<file path="src/rtl/spi_inc_apply.sv">
// spi_inc_apply: applies one SPI increment frame (length/width deltas) per
// rising edge of the receiver's done level. The level is synchronised into
// CLK, the increments are captured once, and then added to the live
// rectangle dimensions with clamping to [1, MAX].
//
// Configuration macro: INC_SIGNED_EN
//   defined   -> increments are two's-complement (-128..+127)
//   undefined -> increments are unsigned (0..255), add-only
//
// Timing: when edge k is the first edge to sample done_in=1, the
// increments are captured on edge k+SYNC_STAGES+1. The clamped sums are
// loaded into len_out/wid_out on edge k+SYNC_STAGES+2, and upd is high for
// the cycle that follows that edge. The FSM state named APPLY is that
// cycle, in which the new values are published.
module spi_inc_apply #(
  parameter int DIM_W       = 10,
  parameter int LEN_MAX     = 639,
  parameter int WID_MAX     = 479,
  parameter int LEN_INIT    = 64,
  parameter int WID_INIT    = 48,
  parameter int SYNC_STAGES = 2
) (
  input  logic             CLK,
  input  logic             flag,
  input  logic             done_in,
  input  logic [7:0]       inc_length_in,
  input  logic [7:0]       inc_width_in,
  input  logic             clr,
  output logic [DIM_W-1:0] len_out,
  output logic [DIM_W-1:0] wid_out,
  output logic             upd,
  output logic             sat,
  output logic             busy
);

  // Two guard bits: one for the sign, one so that MAX + 255 cannot overflow.
  localparam int SUM_W = DIM_W + 2;

  localparam logic signed [SUM_W-1:0] LEN_MAX_S  = SUM_W'(LEN_MAX);
  localparam logic signed [SUM_W-1:0] WID_MAX_S  = SUM_W'(WID_MAX);
  localparam logic signed [SUM_W-1:0] ONE_S      = SUM_W'(1);
  localparam logic [DIM_W-1:0]        ONE_V      = DIM_W'(1);
  localparam logic [DIM_W-1:0]        LEN_INIT_V = DIM_W'(LEN_INIT);
  localparam logic [DIM_W-1:0]        WID_INIT_V = DIM_W'(WID_INIT);

  typedef enum logic [2:0] {
    ST_IDLE     = 3'd0,
    ST_CAPT     = 3'd1,
    ST_CALC     = 3'd2,
    ST_APPLY    = 3'd3,
    ST_WAIT_LOW = 3'd4
  } state_t;

  // Widen an 8-bit increment to the sum width, signed or unsigned by build.
  function automatic logic signed [SUM_W-1:0] ext_inc(input logic [7:0] inc);
`ifdef INC_SIGNED_EN
    return {{(SUM_W-8){inc[7]}}, inc};
`else
    return {{(SUM_W-8){1'b0}}, inc};
`endif
  endfunction

  // Clamp a sum into [1, max_v]; the MSB of the result flags a clamp.
  function automatic logic [DIM_W:0] clamp_dim(input logic signed [SUM_W-1:0] sum,
                                               input logic signed [SUM_W-1:0] max_v);
    logic [DIM_W:0] res;
    if (sum > max_v) begin
      res = {1'b1, max_v[DIM_W-1:0]};
    end else if (sum < ONE_S) begin
      res = {1'b1, ONE_V};
    end else begin
      res = {1'b0, sum[DIM_W-1:0]};
    end
    return res;
  endfunction

  state_t                  state_q, state_d;
  logic [SYNC_STAGES-1:0]  sync_q, sync_d;
  logic                    d_prev_q, d_prev_d;
  logic [7:0]              inc_len_q, inc_len_d;
  logic [7:0]              inc_wid_q, inc_wid_d;
  logic [DIM_W-1:0]        len_q, len_d;
  logic [DIM_W-1:0]        wid_q, wid_d;
  logic                    upd_q, upd_d;
  logic                    sat_q, sat_d;

  logic                    d_s;
  logic signed [SUM_W-1:0] len_sum_s, wid_sum_s;
  logic [DIM_W:0]          len_clamp_s, wid_clamp_s;

  assign d_s = sync_q[SYNC_STAGES-1];

  // Synchroniser shift and done history for rising-edge detection.
  always_comb begin
    sync_d   = {sync_q[SYNC_STAGES-2:0], done_in};
    d_prev_d = d_s;
  end

  // FSM state, synchroniser and done history registers.
  always_ff @(posedge CLK or negedge flag) begin
    if (!flag) begin
      state_q  <= ST_IDLE;
      sync_q   <= '0;
      d_prev_q <= 1'b0;
    end else begin
      state_q  <= state_d;
      sync_q   <= sync_d;
      d_prev_q <= d_prev_d;
    end
  end

  // Next-state logic: one pass per done rising edge, then wait for done low.
  always_comb begin
    state_d = state_q;
    if (clr) begin
      state_d = ST_IDLE;
    end else begin
      case (state_q)
        ST_IDLE: begin
          if (d_s && !d_prev_q) begin
            state_d = ST_CAPT;
          end else begin
            state_d = ST_IDLE;
          end
        end
        ST_CAPT:  state_d = ST_CALC;
        ST_CALC:  state_d = ST_APPLY;
        ST_APPLY: state_d = ST_WAIT_LOW;
        ST_WAIT_LOW: begin
          if (!d_s) begin
            state_d = ST_IDLE;
          end else begin
            state_d = ST_WAIT_LOW;
          end
        end
        default: state_d = ST_IDLE;
      endcase
    end
  end

  // Datapath: capture increments, form clamped sums, commit with upd pulse.
  always_comb begin
    inc_len_d   = inc_len_q;
    inc_wid_d   = inc_wid_q;
    len_d       = len_q;
    wid_d       = wid_q;
    sat_d       = sat_q;
    upd_d       = 1'b0;
    len_sum_s   = $signed({2'b00, len_q}) + ext_inc(inc_len_q);
    wid_sum_s   = $signed({2'b00, wid_q}) + ext_inc(inc_wid_q);
    len_clamp_s = clamp_dim(len_sum_s, LEN_MAX_S);
    wid_clamp_s = clamp_dim(wid_sum_s, WID_MAX_S);
    if (clr) begin
      len_d = LEN_INIT_V;
      wid_d = WID_INIT_V;
      sat_d = 1'b0;
    end else begin
      case (state_q)
        ST_CAPT: begin
          inc_len_d = inc_length_in;
          inc_wid_d = inc_width_in;
        end
        ST_CALC: begin
          len_d = len_clamp_s[DIM_W-1:0];
          wid_d = wid_clamp_s[DIM_W-1:0];
          sat_d = sat_q | len_clamp_s[DIM_W] | wid_clamp_s[DIM_W];
          upd_d = 1'b1;
        end
        default: begin
          upd_d = 1'b0;
        end
      endcase
    end
  end

  // Datapath registers; reset aborts any update in flight.
  always_ff @(posedge CLK or negedge flag) begin
    if (!flag) begin
      inc_len_q <= 8'h00;
      inc_wid_q <= 8'h00;
      len_q     <= LEN_INIT_V;
      wid_q     <= WID_INIT_V;
      upd_q     <= 1'b0;
      sat_q     <= 1'b0;
    end else begin
      inc_len_q <= inc_len_d;
      inc_wid_q <= inc_wid_d;
      len_q     <= len_d;
      wid_q     <= wid_d;
      upd_q     <= upd_d;
      sat_q     <= sat_d;
    end
  end

  // Outputs: registered values, busy decoded from the registered state.
  always_comb begin
    len_out = len_q;
    wid_out = wid_q;
    upd     = upd_q;
    sat     = sat_q;
    busy    = (state_q != ST_IDLE);
  end

endmodule

</file>
<file path="config.mk">
export PLATFORM = sky130hd
export DESIGN_NAME = spi_inc_apply
export DESIGN_NICKNAME = d
export VERILOG_FILES = /design/src/rtl/spi_inc_apply.sv
export SDC_FILE = /design/constraint.sdc
export NUM_CORES = 1
export LEC_CHECK = 0
export BUFFER_PORTS_ARGS = -buffer_cell sky130_fd_sc_hd__buf_4
export CAP_MARGIN = 10
export CORE_ASPECT_RATIO = 0.5
export CORE_UTILIZATION = 60
export DETAILED_ROUTE_END_ITERATION = 12
export PLACE_DENSITY = 0.84
export SLEW_MARGIN = 40
export SYNTH_ARGS = -nofsm -noshare
export SYNTH_HDL_FRONTEND = slang
export SYNTH_SLANG_ARGS = --single-unit
</file>
<file path="constraint.sdc">
create_clock -name CLK -period 4.8 [get_ports CLK]
set_clock_uncertainty 0.2 [all_clocks]
set_input_delay 0.72 -clock CLK [delete_from_list [all_inputs] [get_ports CLK]]
set_output_delay 0.72 -clock CLK [all_outputs]
set_load 0.005 [all_outputs]
</file>
Word-level counts from Yosys, hierarchy flattened:

Index checks and enable logic that the tools add are counted.

* flip-flop bits (word level): 44
* word-level logic and storage cells: 44

* mux-type cells: 16
* reduce and logical (&&, ||, !) cells: 6
* equal/unequal tests: 4
* bitwise gates (word level): 3
* add/sub/neg operators: 2
* order comparisons: 4

Operators by type and width (count)
* $mux W11: 4
* $mux W10: 4
* $add A10 B8 Y11: 2
* $lt A11 B1 Y1 const B: 2
* $pmux W3 S5: 1
* $gt A11 B10 Y1 const B: 1
* $gt A11 B9 Y1 const B: 1
* $eq A3 B2 Y1 const B: 2
* $mux W3: 2
* $mux W1: 5
* $eq A3 B1 Y1 const B: 1
* $eq A3 B3 Y1 const B: 1
* $logic_not A3 Y1: 1
* $reduce_bool A3 Y1: 1
* $or A1 B1 Y1: 2
* $reduce_and A2 Y1: 1
* $reduce_bool A2 Y1: 1
* $logic_and A1 B1 Y1: 1
* $logic_not A1 Y1: 1
* $not A1 Y1: 1

Longest topological paths before layout:

* depth after elaboration: 8
* mapped depth: 10
* gate-level depth less buffers: 10

Worst setup path before layout:

No wires, ideal clock.

* path type: reg-to-reg
* from: register wid_q[0], in the netlist wid_out[0]
* to: register wid_q[5], in the netlist wid_out[5]
* setup time: 0.083 ns
* stages on the path, launching flop included: 11
* required time: 4.517 ns
* data arrival time: 2.474 ns
* setup slack: 2.043 ns
* period minus slack after synthesis: 2.757 ns
* path through: dfrtp_1 ha_1 inv_1 fa_1 and2b_1 o2111ai_2 nor4b_1 a211o_1 nor4b_4 nor3_2 a221o_1

* word-level cells in the longest chain between the ends: 6

RTL lines
* start, declared: line 83 `logic [DIM_W-1:0] wid_q, wid_d;`
* start signal, assigned: line 189 `wid_q <= wid_d;`
* $add A10 B8 Y11 *: line 150 `wid_sum_s = $signed({2'b00, wid_q}) + ext_inc(inc_wid_q);`
* $lt A11 B1 Y1: line 69 `end else if (sum < ONE_S) begin`
* $mux W11: line 69
* $mux W11 *: line 67 `if (sum > max_v) begin`
* $mux W10 *: line 158 `case (state_q)`
* $mux W10 *: line 153 `if (clr) begin`

Every way passes the cells marked *; elsewhere a longest branch is shown, timed or not. The select of a mux whose other input is x is not followed.
A chain may end at the register's enable or synchronous reset.

Final worst setup path:

Ends and elaborated chain as after synthesis.

==> results.cfg <==
[setup_path]
cp_num_buf_inv = 1
worst_ep_arrival_time_ns = 3.09
critPathLaunchType = flop
crit_required_ns = 4.84
end_kind = flop
path_max_fanout = 4
cp_slowest_stage_delay_ns = 0.41
crit_path_top_delay_cell = fa_1
crit_family = compound AO/OA/AOI/OAI gates
r2r-start = wid_out[0]$_DFFE_PN0P_
cell_chain_of_the_critical_path = ha_1 > inv_1 > fa_1 > and2b_1 > o2111ai_2 > a21oi_1 > o31ai_1 > nor4b_4 > nor3_2 > a221o_1
worst-setup-path-type = reg -> reg
startpoint = wid_out[0]$_DFFE_PN0P_

[cts]
clkLatencyLatePin_ns = 0.31
clock_tree.htree_level_count = 2
post_cts_hold_buffer_count = 0
clock_tree.root_cell = clkbuf_8
cts_buffer_depth = 2
clock_sink_total = 44
cts.reportedPaths.clkPinSlew_ns = 0.09
numCtsBuffers = 5
post_cts.resized_instances = 0
cts_tree = yes
post-cts-setup-buffers = 0

[routing]
wirelength_um = 6022
drc = 0
ant_nets = 0
first_pass_iters = 4
via_to_cell_ratio = 6.152
vias = 2233
detail_route.iter0.violations = 141
route.detailed.wl_per_inst_um = 16.59

[grt]
antenna_violations_before_repair = 0
grt-ovfl-total = 0
grt_start_max_net_pins = 45
grt_pass1_wl_um = 10200
grt_use_total_pct = 26.80
first_global_vias = 2165

[sta]
slew_headroom_pct = 49.83
timing.setup.tns_ns = 0
unrepaired_setup_endpoints_after_global_routing = no
final.period_utilization_pct = 63.37
final_hold_viol_count = 0
clock.fmax_mhz = 328.7
max_slew.worst_pin.slew_ns = 0.7525
final_period_minus_worst_setup_slack_ns = 3.042
report.final.slew_viol_count = 0
final-setup-viol-count = 0

[placed_design]
place.port_buffers = 42
gp_routability_congestion = 0.9446
dp.final_hpwl_um = 4291

[floorplan]
vertical_extent_of_the_die_um = 49.78
core_area_sq_um = 4124
pin_count = 43
initial_core_utilization_pct = 66.41
die_width_um = 97.55
placement_rows = 16
floorplan.die_area_sq_um = 4856

[power]
cellPowerDensity_nw_per_um2 = 439.3
totalPowerFinal_mw = 1.413
power.static_leakage_nw = 1.442
ir_drop_mv = 0.2275

[yosys]
synth_edf_count = 0
synth.yosys.warnings = 0
synth_seq_cells = 44
yosys-top-cells-count = dfrtp_1, nor2_1, ha_1
synth_top_flop_cell = dfrtp_1
synth.largest_area_cell = dfrtp_1
asyncSetResetFlopFracSynth_pct = 100.0
netlist_top_cells_area = dfrtp_1, ha_1, mux2_2, nor2_1, dfstp_2
synthMostInstantiatedCell = dfrtp_1
postSynthCellCount = 270
synth_cell_type_count = 65
syn_area_per_cell_sq_um = 10.14
synth.top_cell.area_share_pct = 37.46
syn-num-nets = 308
ys_seq_area_share_pct = 40.34
mappedNetlistArea_sq_um = 2739

[worst_hold_path]
hold_path_class = reg -> reg
worst_hold_startpoint = sync_q[0]$_DFF_PN0_

[outcome]
status = finished, final reports clean

[finish]
ff_latch_area_sq_um = 1105
post-route-util_pct = 77.97
layout-drive-gt1-share_pct = 27.83
multi_input_comb_area_sq_um = 1554
filler_cell_count_in_the_final_layout = 266
finish.net_count = 346
antenna_cells = 0
area_growth_synth_to_finish_pct = 17.41

[job]
cap_violations = 0
## cell usage in the layout, fill, tap and decap left out, types with 6 or more instances in the layout
master / synthesis / final
buf_4: 1 / 43
dfrtp_1: 41 / 41
nor2_1: 26 / 26
ha_1: 16 / 16
nand2_1: 15 / 15
nor3_1: 15 / 15
mux2_2: 14 / 14
inv_1: 12 / 12
a21oi_1: 11 / 11
o21ai_0: 8 / 8
a21o_1: 7 / 7
a211oi_1: 6 / 6
clkbuf_8: 0 / 6
## power by group
group	leakage [nW]	total, mW	switching [mW]	internal, mW
logic	0.819	0.621	0.338	0.284
clock network	0.0614	0.305	0.134	0.170
registers	0.561	0.486	0.0481	0.438
total	1.44	1.41	0.520	0.892
## final timing paths
check / endpoint / slack [ns] / depth (start not counted)
hold reg to reg: sync_q[1]$_DFF_PN0_ / 0.16 / 0
max in group asynchronous: len_out[6]$_DFFE_PN1P_ / 3.82 / 1
setup reg to reg: wid_out[5]$_DFFE_PN1P_ / 1.76 / 10
hold / removal: sync_q[1]$_DFF_PN0_ / 0.16 / 0
min in group asynchronous: wid_out[3]$_DFFE_PN0P_ / 0.20 / 1
setup / recovery: wid_out[5]$_DFFE_PN1P_ / 1.76 / 10
## metrics by stage
stage               cells  cell area (sq um)  hold WS [ns]  setup WS (ns)
floorplan             270               2739        0.1312          2.043
global placement      355               3085        0.1323          1.925
detailed placement    355               3085        0.1393          1.824
CTS                   363               3207        0.1582          1.808
global route          363               3216        0.1612          1.633
finish                363               3216        0.1579          1.758
## layout make-up
cell class / instances / share of cell area [%]
tap: 54 / 2.101
inverter: 12 / 1.401
clock buffer: 6 / 2.568
clock inverter: 2 / 1.206
multi-input combinational: 202 / 48.33
timing repair buffer: 43 / 10.04
sequential: 44 / 34.36
## state kept, by name, indices dropped and copies added (netlist names)
register,count
d_prev_q,1
inc_len_q,8
inc_wid_q,8
len_out,10
sat,1
state_q,3
sync_q,2
upd,1
wid_out,10
## per-layer routing
layer / up-vias / GRT usage, % / share of wire (%)
li1: 1068 / - / -
met3: 8 / 5.248 / 4.8
met5: - / 0 / 0
met1: 1099 / 35.23 / 46
met4: 0 / 8.333 / 1.2
met2: 58 / 45.45 / 47
## cells by family after synthesis
logic type / share of synthesized area, %
and+or+nand+nor: 19.23
AOI/OAI and AO/OA: 19.32
DFF: 40.34
buffers and inverters: 3.471
adders and majority gates: 8.771
muxes: 6.624
xor gates and xnor gates: 2.239
Power figures use the tool's default switching activity.
